`config.mk`:
```
export PLATFORM = sky130hd
export DESIGN_NAME = bcd_key_encoder_flat
export DESIGN_NICKNAME = d
export VERILOG_FILES = /design/src/rtl/bcd_key_if.sv /design/src/rtl/bcd_key_encoder.sv /design/src/flat_wrapper.sv
export SDC_FILE = /design/constraint.sdc
export NUM_CORES = 1
export LEC_CHECK = 0
export ABC_AREA = 1
export CORE_AREA = 10 10 79 81
export DETAILED_ROUTE_END_ITERATION = 16
export DIE_AREA = 0 0 89 91
export GPL_TIMING_DRIVEN = 0
export PLACE_DENSITY = 0.64
export SKIP_CTS_REPAIR_TIMING = 1
export SYNTH_ARGS = -nofsm -noshare
export SYNTH_HDL_FRONTEND = slang
export SYNTH_SLANG_ARGS = --single-unit
```
`constraint.sdc`:
```
create_clock -name clk -period 8.8 [get_ports clk]
set_input_delay 1.76 -clock clk [delete_from_list [all_inputs] [get_ports clk]]
set_output_delay 1.76 -clock clk [all_outputs]
set_load 0.02 [all_outputs]
```
`src/rtl/bcd_key_if.sv`:
```
// Handshake bundle between a 10-line key encoder and its BCD consumer.
//   key       : raw active-high key lines, bit n means digit n
//   out_ready : consumer can take the presented code
//   out_valid : out_code/out_multi hold a debounced press
//   out_code  : encoded digit 0..9
//   out_multi : more than one line was set in the accepted pattern
//   press_cnt : number of handshaked presses, wraps modulo 2^CNT_W
// master = key source / code consumer side, slave = encoder side.
interface bcd_key_if #(
  parameter int CNT_W = 8
);
  logic [9:0]       key;
  logic             out_ready;
  logic             out_valid;
  logic [3:0]       out_code;
  logic             out_multi;
  logic [CNT_W-1:0] press_cnt;

  modport master (
    output key, out_ready,
    input  out_valid, out_code, out_multi, press_cnt
  );

  modport slave (
    input  key, out_ready,
    output out_valid, out_code, out_multi, press_cnt
  );
endinterface

```
`src/rtl/bcd_key_encoder.sv`:
```
// Debounced 10:4 priority key encoder with a valid/ready output.
// A nonzero key pattern must be seen unchanged on DEBOUNCE consecutive edges
// after its capture edge before it is presented. The highest set line wins;
// out_multi flags patterns with two or more lines set. Once presented, the
// code is held until handshaked, after which all lines must read zero for
// DEBOUNCE consecutive edges before a new press can be captured.
// Ports:
//   clk   : rising-edge clock
//   rst_n : asynchronous active-low reset
//   bus   : bcd_key_if slave (key, out_ready in; out_valid, out_code,
//           out_multi, press_cnt out; all outputs registered)
module bcd_key_encoder #(
  parameter int DEBOUNCE = 4,
  parameter int CNT_W    = 8
) (
  input  logic       clk,
  input  logic       rst_n,
  bcd_key_if.slave   bus
);

  // cnt only ever counts 0..DEBOUNCE-1
  localparam int DB_W = (DEBOUNCE < 2) ? 1 : $clog2(DEBOUNCE);

  typedef enum logic [1:0] {
    ST_IDLE,
    ST_DEBOUNCE,
    ST_PRESENT,
    ST_RELEASE
  } state_t;

  state_t           state_reg, state_next;
  logic [9:0]       samp_reg, samp_next;
  logic [DB_W-1:0]  cnt_reg, cnt_next;
  logic             out_valid_reg, out_valid_next;
  logic [3:0]       out_code_reg, out_code_next;
  logic             out_multi_reg, out_multi_next;
  logic [CNT_W-1:0] press_cnt_reg, press_cnt_next;

  logic             key_nz;
  logic             key_match;
  logic             cnt_last;
  logic [3:0]       enc_code;
  logic             enc_multi;

  assign key_nz    = |bus.key;
  assign key_match = (bus.key == samp_reg);
  assign cnt_last  = (cnt_reg == DB_W'(DEBOUNCE - 1));

  // Priority encode the captured sample: later (higher) bits overwrite.
  always_comb begin
    enc_code = 4'd0;
    for (int i = 0; i < 10; i++) begin
      if (samp_reg[i]) enc_code = 4'(i);
    end
    enc_multi = ($countones(samp_reg) >= 2);
  end

  // State register and all datapath registers.
  always_ff @(posedge clk or negedge rst_n) begin
    if (!rst_n) begin
      state_reg     <= ST_IDLE;
      samp_reg      <= '0;
      cnt_reg       <= '0;
      out_valid_reg <= 1'b0;
      out_code_reg  <= 4'd0;
      out_multi_reg <= 1'b0;
      press_cnt_reg <= '0;
    end else begin
      state_reg     <= state_next;
      samp_reg      <= samp_next;
      cnt_reg       <= cnt_next;
      out_valid_reg <= out_valid_next;
      out_code_reg  <= out_code_next;
      out_multi_reg <= out_multi_next;
      press_cnt_reg <= press_cnt_next;
    end
  end

  // Next-state logic.
  always_comb begin
    state_next = state_reg;
    case (state_reg)
      ST_IDLE: begin
        if (key_nz) state_next = ST_DEBOUNCE;
      end
      ST_DEBOUNCE: begin
        if (!key_nz)                    state_next = ST_IDLE;
        else if (key_match && cnt_last) state_next = ST_PRESENT;
      end
      ST_PRESENT: begin
        if (out_valid_reg && bus.out_ready) state_next = ST_RELEASE;
      end
      ST_RELEASE: begin
        if (!key_nz && cnt_last) state_next = ST_IDLE;
      end
      default: state_next = ST_IDLE;
    endcase
  end

  // Datapath / output next values.
  always_comb begin
    samp_next      = samp_reg;
    cnt_next       = cnt_reg;
    out_valid_next = out_valid_reg;
    out_code_next  = out_code_reg;
    out_multi_next = out_multi_reg;
    press_cnt_next = press_cnt_reg;
    case (state_reg)
      ST_IDLE: begin
        if (key_nz) begin
          samp_next = bus.key;
          cnt_next  = '0;
        end
      end
      ST_DEBOUNCE: begin
        if (!key_nz) begin
          cnt_next = '0;
        end else if (key_match) begin
          if (cnt_last) begin
            out_code_next  = enc_code;
            out_multi_next = enc_multi;
            out_valid_next = 1'b1;
          end else begin
            cnt_next = cnt_reg + DB_W'(1);
          end
        end else begin
          // pattern changed mid-debounce: restart on the new pattern
          samp_next = bus.key;
          cnt_next  = '0;
        end
      end
      ST_PRESENT: begin
        if (out_valid_reg && bus.out_ready) begin
          out_valid_next = 1'b0;
          press_cnt_next = press_cnt_reg + CNT_W'(1);
          cnt_next       = '0;
        end
      end
      ST_RELEASE: begin
        // any nonzero sample restarts the quiet-period count
        if (key_nz || cnt_last) cnt_next = '0;
        else                    cnt_next = cnt_reg + DB_W'(1);
      end
      default: begin
        cnt_next = '0;
      end
    endcase
  end

  assign bus.out_valid = out_valid_reg;
  assign bus.out_code  = out_code_reg;
  assign bus.out_multi = out_multi_reg;
  assign bus.press_cnt = press_cnt_reg;

endmodule

```
`src/flat_wrapper.sv`:
```
// flat-port wrapper written by rule: the top's interface ports become plain ports
module bcd_key_encoder_flat 
#(
  parameter int DEBOUNCE = 4,
  parameter int CNT_W    = 8
)
  (clk, rst_n, bus_key, bus_out_ready, bus_out_valid, bus_out_code, bus_out_multi, bus_press_cnt);
  bcd_key_if #(.CNT_W(CNT_W)) bus_i ();
  input  logic clk;
  input  logic rst_n;
  input wire logic [$bits(bus_i.key)-1:0] bus_key;
  input wire logic [$bits(bus_i.out_ready)-1:0] bus_out_ready;
  output wire logic [$bits(bus_i.out_valid)-1:0] bus_out_valid;
  output wire logic [$bits(bus_i.out_code)-1:0] bus_out_code;
  output wire logic [$bits(bus_i.out_multi)-1:0] bus_out_multi;
  output wire logic [$bits(bus_i.press_cnt)-1:0] bus_press_cnt;
  assign bus_i.key = bus_key;
  assign bus_i.out_ready = bus_out_ready;
  assign bus_out_valid = bus_i.out_valid;
  assign bus_out_code = bus_i.out_code;
  assign bus_out_multi = bus_i.out_multi;
  assign bus_press_cnt = bus_i.press_cnt;
  bcd_key_encoder #(.DEBOUNCE(DEBOUNCE), .CNT_W(CNT_W)) u_core (.clk(clk), .rst_n(rst_n), .bus(bus_i));
endmodule
```
### After elaboration in Yosys (flattened, before gate mapping)

Index checks and enable logic that the tools add are counted.

* add/sub/neg operators: 11
* $lt $le $gt $ge: 1
* equal/unequal tests: 14
* mux-type cells: 31
* reduce and logical (&&, ||, !) cells: 15

Operators with widths (number)
* adder 32 bit: 4
* >= comparator 32 x 3 -> 1 bit, second input constant: 1
* two-way mux 4 bit: 8
* two-way mux 10 bit: 3
* two-way mux 2 bit: 11
* one-hot mux 10 bit (2 select lines): 1
* one-hot mux 2 bit (4 select lines): 2
* inequality test 2 x 1 -> 1 bit, second input constant: 6
* AND reduction 4 bit: 3
* adder 1 x 1 -> 2 bit: 5
* equality test 10 bit: 1
* OR reduction 10 bit: 1
* adder 8 x 1 -> 8 bit, second input constant: 1
* equality test 2 bit, second input constant: 3
* two-way mux 1 bit: 5
* AND reduction 5 bit: 1
* inequality test 4 bit, second input constant: 1
* nonzero test 2 bit: 2
* logical AND 1 bit: 3
* inequality test 3 bit, second input constant: 1
* AND reduction 3 bit: 1
* adder 2 x 1 -> 2 bit, second input constant: 1
* equality test 2 x 1 -> 1 bit, second input constant: 1
* zero test 2 bit: 1
* other kinds (5): 5

* bits in registers: 28
* output and inout bits: 14
* logic and storage cells: 79

### Depth between registers and ports, before layout

Gate-level depths: netlist of run 1.

* depth in word-level cells: 9
* gate-level depth with buffers: 12

### Least setup slack after synthesis of run 1

No wires, ideal clock.

* path type: reg2reg
* from: reg u_core.samp_reg[4]
* to: reg u_core.out_multi_reg, in the netlist u_core.bus.out_multi
* arrival: 2.862 ns
* required time: 8.682 ns
* slack: 5.820 ns
* cell stages (with the launch flop): 12
* buffers on the path: 0
* clock period less this slack: 2.980 ns
* path through: dfrtp_1 inv_1 ha_1 inv_1 fa_1 fa_1 fa_1 inv_1 fa_1 nor2_1 o21a_1 o21ai_2

* cells in the longest elaborated chain, start to end: 5

Ends and longest elaborated chain
* start: declaration: RTL line bcd_key_encoder.sv:32 `logic [9:0] samp_reg, samp_next;`
* start signal: assignment: RTL line bcd_key_encoder.sv:70 `samp_reg <= samp_next;`
* adder 1 x 1 -> 2 bit (implied by the code): RTL line bcd_key_encoder.sv:55 `enc_multi = ($countones(samp_reg) >= 2);`
* adder 32 bit (implied by the code) (3 in series): RTL line bcd_key_encoder.sv:55
* >= comparator 32 x 3 -> 1 bit: RTL line bcd_key_encoder.sv:55
* end signal: assignment: RTL line bcd_key_encoder.sv:74 `out_multi_reg <= out_multi_next;`
* end: declaration: RTL line bcd_key_encoder.sv:36 `logic out_multi_reg, out_multi_next;`

Several ways; a longest one is shown, not always the timed one.
A chain may end at the register's enable or synchronous reset.

### Final worst setup path of run 1

* from: in bus_key[4]
* to: reg u_core.out_code_reg[2], in the netlist u_core.bus.out_code[2]

* cells in the longest elaborated chain, start to end: 2

Ends and longest elaborated chain
* start: declaration: RTL line flat_wrapper.sv:11 `input wire logic [$bits(bus_i.key)-1:0] bus_key;`
* equality test 10 bit / OR reduction 10 bit (equally long branches): RTL line bcd_key_encoder.sv:46, bcd_key_encoder.sv:45
* AND reduction 4 bit (no line) (*)
* end signal: assignment: RTL line bcd_key_encoder.sv:73 `out_code_reg <= out_code_next;`
* end: declaration: RTL line bcd_key_encoder.sv:35 `logic [3:0] out_code_reg, out_code_next;`

Every way passes the cells marked *; elsewhere a longest branch is shown, timed or not.

==> key figures, run 1 <==
Layout
  – Ratio of cells with drive above 1 in the final layout: 7.34%
  – Flip-flop count of the largest register after layout: 10
  – # diodes: 0
  – Synthesis-to-finish area growth: 20.8%
  – Net count, final: 295

Worst setup path
  – CP delay by family, top: simple AND/OR/NAND/NOR gates
  – CP Cell Sequence: clkdlybuf4s50_1, nor2_1, nand3_1, nor2_2, nor2_1, nand4_1, buf_4, nand2_1, o21ai_2
  – CP Class: in -> reg
  – Startpoint types: primary input
  – Most frequent cell on the critical path: nor2_1
  – Cells on worst reg2reg path: 11
  – Crit path depth: 9
  – Critical path's slowest cell: clkdlybuf4s50_1
  – CP Max Fanout: 10
  – Setup crit end kind: flip-flop
  – Crit path DAT: 3.34 ns
  – CP max stage delay: 0.47 ns
  – WP buf/inv: 2
  – Required time worst endpoint: 9.00 ns

Synth
  – Area leader, netlist: dfrtp_1
  – Count leader, synth: nand2_1
  – Post-Synthesis Cells: 229
  – Post-synth top cells: nand2_1, inv_1, dfrtp_1
  – Main synth FF type: dfrtp_1
  – Syn. warnings: 0
  – Post-synthesis net count: 264
  – Synthesis-stage register bit count: 28
  – Distinct cells, synth: 28
  – Synth top area share: 36.9%
  – Syn Std Cell Area: 0.00190 sq mm
  – Avg Inst Size Synth: 8.29 sq um
  – EDFF count, synth: 0
  – Asr flop ratio synth: 100%
  – Top cells by area, synth: dfrtp_1, nand2_1, ha_1
  – Sequential fraction of the synthesis area: 36.9%

Global routing
  – Wire length of the first global-routing pass: 6.33 mm
  – Largest net degree at the start of global routing: 29
  – GR Overflow Total: 0
  – Initial antenna violation count: 0
  – Vias in the first global route: 1422
  – Global Route Usage Sum: 9.33%

Timing
  – Final hold vios: 0
  – RSZ-0062 raised after global routing: no
  – Final Max Slew Viols: 0
  – Total negative slack: 0 ns
  – Worst slew pin tran: 0.628 ns
  – Final min period: 3.13 ns
  – Tcrit/Tclk final: 35.6%
  – # setup viols final: 0
  – Highest achievable clock rate: 0.319 GHz
  – Clk_skew: 0.0108 ns
  – WHS: 0.472 ns
  – Rel. slew slack: 58.1%

Clock tree
  – Worst-path clk slew: 0.10 ns
  – Worst-Skew Late Latency: 0.28 ns
  – CTS Sinks: 28
  – TritonCTS clock tree: built
  – Clock buffer depth: 2
  – Htree depth: 1
  – Cts bufs inserted: 3
  – Clock root buffer: clkbuf_8

Routing
  – Initial DRC count: 72
  – Antenna viol nets, final: 0
  – WL final: 3.63 mm
  – First-pass DRT Iterations: 4
  – Vias: 1489
  – Per-cell routed wire length: 11.6 um
  – Routed vias/inst: 4.76
  – Drc violations: 0

Worst hold path
  – Worst hold path class: reg -> reg
  – Hold Crit Depth: 1

Run status
  – Status: finished clean

Die
  – Die Wd: 89 um
  – Initial Util: 40.7%
  – Die area: 0.00810 sq mm
  – Die height: 91 um
  – Core Area: 0.00466 sq mm
  – IO Count: 27
  – FP Rows: 25

Place
  – Routability cong.: 0.819
  – Detailed placer's ending HPWL: 2.90 mm
  – Buffers added on ports: 26

Power
  – LEAKAGE: 1.14 nW
  – PwrDens: 365 mW/mm^2
  – Max rail drop VDD: 0.000214 V

Run
  – Max Cap Viol: 0
[worst register-to-register path: stages, from the launching register on]
cell and delay [ns]:
dfrtp_1 0.47, inv_1 0.07, ha_1 0.27, inv_1 0.04, fa_1 0.46, fa_1 0.51, fa_1 0.39, inv_1 0.09
fa_1 0.42, nor2_1 0.10, o21a_1 0.15, o21ai_2 0.06
[through the flow]
| stage | instances | total power [W] | utilization (%) | setup WS (ns) | area [sq um] |
|---|---|---|---|---|---|
| 2_1_floorplan | 229 | 0.000625 | - | 5.82 | 1900 |
| 3_3_place_gp | 309 | 0.000736 | 47.8 | 5.39 | 2230 |
| 3_5_place_dp | 309 | 0.000745 | 47.8 | 5.39 | 2230 |
| 4_1_cts | 313 | 0.000852 | 49.3 | 5.65 | 2300 |
| 5_1_grt | 313 | 0.000950 | 49.2 | 5.46 | 2290 |
| 6_report | 313 | 0.000836 | 49.2 | 5.67 | 2290 |
[layout by cell type, fill, tap and decap left out, types with 3 or more instances in the layout]
| cell | synthesis | routed |
|---|---|---|
| dfrtp_1 | 28 | 28 |
| nor2_1 | 17 | 17 |
| xor2_1 | 3 | 3 |
| inv_1 | 38 | 38 |
| clkdlybuf4s50_1 | 0 | 25 |
| xnor2_1 | 8 | 8 |
| nand2_1 | 59 | 59 |
| nand3b_1 | 3 | 3 |
| o21ai_2 | 5 | 5 |
| clkbuf_8 | 0 | 3 |
| fa_1 | 6 | 6 |
| a21oi_1 | 4 | 4 |
| nand3_1 | 11 | 11 |
| o21ai_0 | 13 | 13 |
| nand4_1 | 4 | 4 |
| ha_1 | 16 | 16 |
[cell type report]
class	count	area, sq um
fillers	462	2370
multi-input cells	160	1030
flip-flops and latches	28	701
repair buffers	26	255
inverters	39	146
well taps	54	67.6
clock buffers	3	41.3
clock inverters	1	30.0
plain buffers	2	22.5
[cell families (layout without fill, tap and decap cells)]
| logic type | count (synthesis) | in the layout | synth area share (%) |
|---|---|---|---|
| simple gates | 101 | 101 | 23.7 |
| buf+inv | 41 | 71 | 8.90 |
| flops | 28 | 28 | 36.9 |
| compound gates | 25 | 25 | 7.91 |
| fa+ha+maj | 22 | 22 | 16.9 |
| xor+xnor | 11 | 11 | 5.08 |
| mux | 1 | 1 | 0.593 |
[power breakdown]
part           total (W)  internal [W]  leakage (nW)  switching, W
Combinational   0.000521      0.000227         0.748      0.000294
Sequential      0.000213      0.000166         0.358     0.0000475
Clock           0.000102     0.0000609        0.0357     0.0000414
Total           0.000836      0.000454          1.14      0.000383
[final timing paths]
path                                         start                      end  slack [ns]
setup / recovery                        bus_key[4]   u_core.bus.out_code[2]        5.67
hold / removal             u_core.bus.press_cnt[7]  u_core.bus.press_cnt[7]        0.47
setup reg to reg                u_core.samp_reg[5]     u_core.bus.out_multi        5.67
hold reg to reg            u_core.bus.press_cnt[7]  u_core.bus.press_cnt[7]        0.47
max in group asynchronous                    rst_n       u_core.samp_reg[7]        6.90
min in group asynchronous                    rst_n  u_core.bus.press_cnt[5]        1.49
[per-layer routing]
layer  GRT usage (%)  vias up  routed length (um)  part of all wire, %
met2            14.2       23                1600                   44
met3            1.52        2                 170                  4.7
li1                -      775                   -                    -
met5               0        -                   0                    0
met4            2.79        0                  12                 0.33
met1            13.1      689                1850                   51
(Power assumes the default switching activity.)
==> inputs of run 2 (changes only) <==
PLACE_DENSITY = 0.67   (was 0.64)
clock period = 2.6 ns   (was 8.8 ns; I/O delays follow)
==> key figures, run 2 (synthesis results as in run 1) <==
Timing
  – Worst slew pin tran: 0.653 ns
  – Rel. slew slack: 56.5%
  – # setup viols final: 1
  – Final min period: 2.97 ns
  – Final hold vios: 0
  – Final Max Slew Viols: 0
  – Clk_skew: 0.00463 ns
  – Highest achievable clock rate: 0.337 GHz
  – Final setup margin: -0.367 ns
  – Tcrit/Tclk final: 114%
  – RSZ-0062 raised after global routing: yes

Global routing
  – Initial antenna violation count: 0
  – Met3 track demand over resource: 1.61%
  – Largest net degree at the start of global routing: 29
  – GR Overflow Total: 0
  – GR Layer Usage met2: 14.9%
  – Busiest layer in global routing: met2
  – Global Route Usage Sum: 9.41%
  – Vias in the first global route: 1429
  – Grt met1 use: 12.7%
  – Wire length of the first global-routing pass: 6.33 mm

Run status
  – Status: complete, but fails checks
  – Failing checks: setup timing

Clock tree
  – CTS Sinks: 28
  – Worst-Skew Late Latency: 0.27 ns
  – TritonCTS clock tree: built
  – Htree depth: 1
  – Worst-path clk slew: 0.10 ns
  – Clock root buffer: clkbuf_8
  – Cts bufs inserted: 3
  – Clock buffer depth: 2

Routing
  – Routed vias/inst: 4.81
  – First-pass DRT Iterations: 4
  – WL final: 3.71 mm
  – Vias: 1519
  – Drc violations: 0
  – Antenna viol nets, final: 0
  – Initial DRC count: 46
  – Per-cell routed wire length: 11.7 um

Layout
  – Flip-flop count of the largest register after layout: 10
  – Fillcell total: 451
  – # diodes: 0
  – Net count, final: 298
  – Register area: 704 sq um
  – Ratio of cells with drive above 1 in the final layout: 13.4%
  – Commonest cells after routing, fill and taps aside: nand2_1, inv_1, dfrtp_1, clkdlybuf4s50_1, nor2_1
  – Synthesis-to-finish area growth: 23.6%
  – Area of the multi-input gates: 0.00106 sq mm
  – Most common cell after layout, fill and taps aside: nand2_1

Worst setup path
  – Required time worst endpoint: 2.78 ns
  – CP Class: reg -> reg
  – Startpoint types: flip-flop
  – Cells on worst reg2reg path: 10
  – CP Max Fanout: 4
  – Setup crit end kind: flip-flop
  – Crit path DAT: 3.14 ns

Worst hold path
  – Worst hold path class: in -> async

Place
  – Detailed placer's ending HPWL: 2.94 mm
  – Routability cong.: 0.849
  – Pre-CTS setup slack: -0.386 ns
  – Buffers added on ports: 26

Die
  – Die Wd: 89 um
  – Core Area: 0.00466 sq mm
  – Die area: 0.00810 sq mm
  – Die height: 91 um
  – FP Rows: 25
  – Initial Util: 40.7%
  – IO Count: 27

Run
  – Max Cap Viol: 0

Power
  – PwrDens: 1260 mW/mm^2
  – LEAKAGE: 1.15 nW
  – Max rail drop VDD: 0.000653 V
  – Tot Pwr: 0.00295 W
==> run 2: cell count changes in the layout (fill, tap and decap cells not counted), sizes merged <==
cell  previous run  this run
buf              3         6
==> run 2: path summary, 6_finish.rpt <==
kind,from,slack [ns],to
min reg2reg,u_core.bus.press_cnt[7],0.47,u_core.bus.press_cnt[7]
min,rst_n,0.26,u_core.bus.out_code[3]
max in group asynchronous,rst_n,1.88,u_core.samp_reg[5]
max,u_core.samp_reg[1],-0.37,u_core.bus.out_multi
max reg2reg,u_core.samp_reg[1],-0.37,u_core.bus.out_multi
min in group clk,u_core.bus.press_cnt[7],0.47,u_core.bus.press_cnt[7]
==> run 2: report_power, final <==
group,leakage [nW],internal [W],switching [W]
Sequential,0.354,0.000566,0.000165
Clock,0.0357,0.000206,0.000141
Combinational,0.755,0.000834,0.00104
Total,1.15,0.00161,0.00134
==> run 2: area by class of cell <==
cell class              count  area share (%)
inverters                  39            6.24
multi-input cells         160            45.0
clock inverters             1            1.28
well taps                  54            2.88
flip-flops and latches     28            30.0
clock buffers               3            1.76
plain buffers               2           0.960
repair buffers             29            11.8
==> run 2: per-stage QoR <==
stage	std cells	hold slack (ns)	cell area, sq um	setup TNS (ns)	utilization [%]
5_1_grt	316	0.312	2350	-0.477	50.3
3_5_place_dp	309	0.461	2230	-0.386	47.8
3_3_place_gp	309	0.462	2230	-0.375	47.8
2_1_floorplan	229	0.224	1900	-0.256	-
6_report	316	0.262	2350	-0.367	50.3
4_1_cts	313	0.480	2300	-0.416	49.3
==> run 2: metal layers <==
metal / routed length [um] / vias up
met5: 0 / -
met4: 36 / 0
met3: 184 / 4
met2: 1680 / 29
met1: 1800 / 702
li1: - / 784
==> run 2: worst max-delay path: stages (launching register included) <==
cell and delay [ns]:
dfrtp_2 0.46, ha_4 0.28, inv_2 0.03, fa_1 0.54, fa_1 0.43, fa_2 0.35
inv_2 0.07, fa_1 0.41, nor2_1 0.10, o21a_1 0.15, o21ai_2 0.06
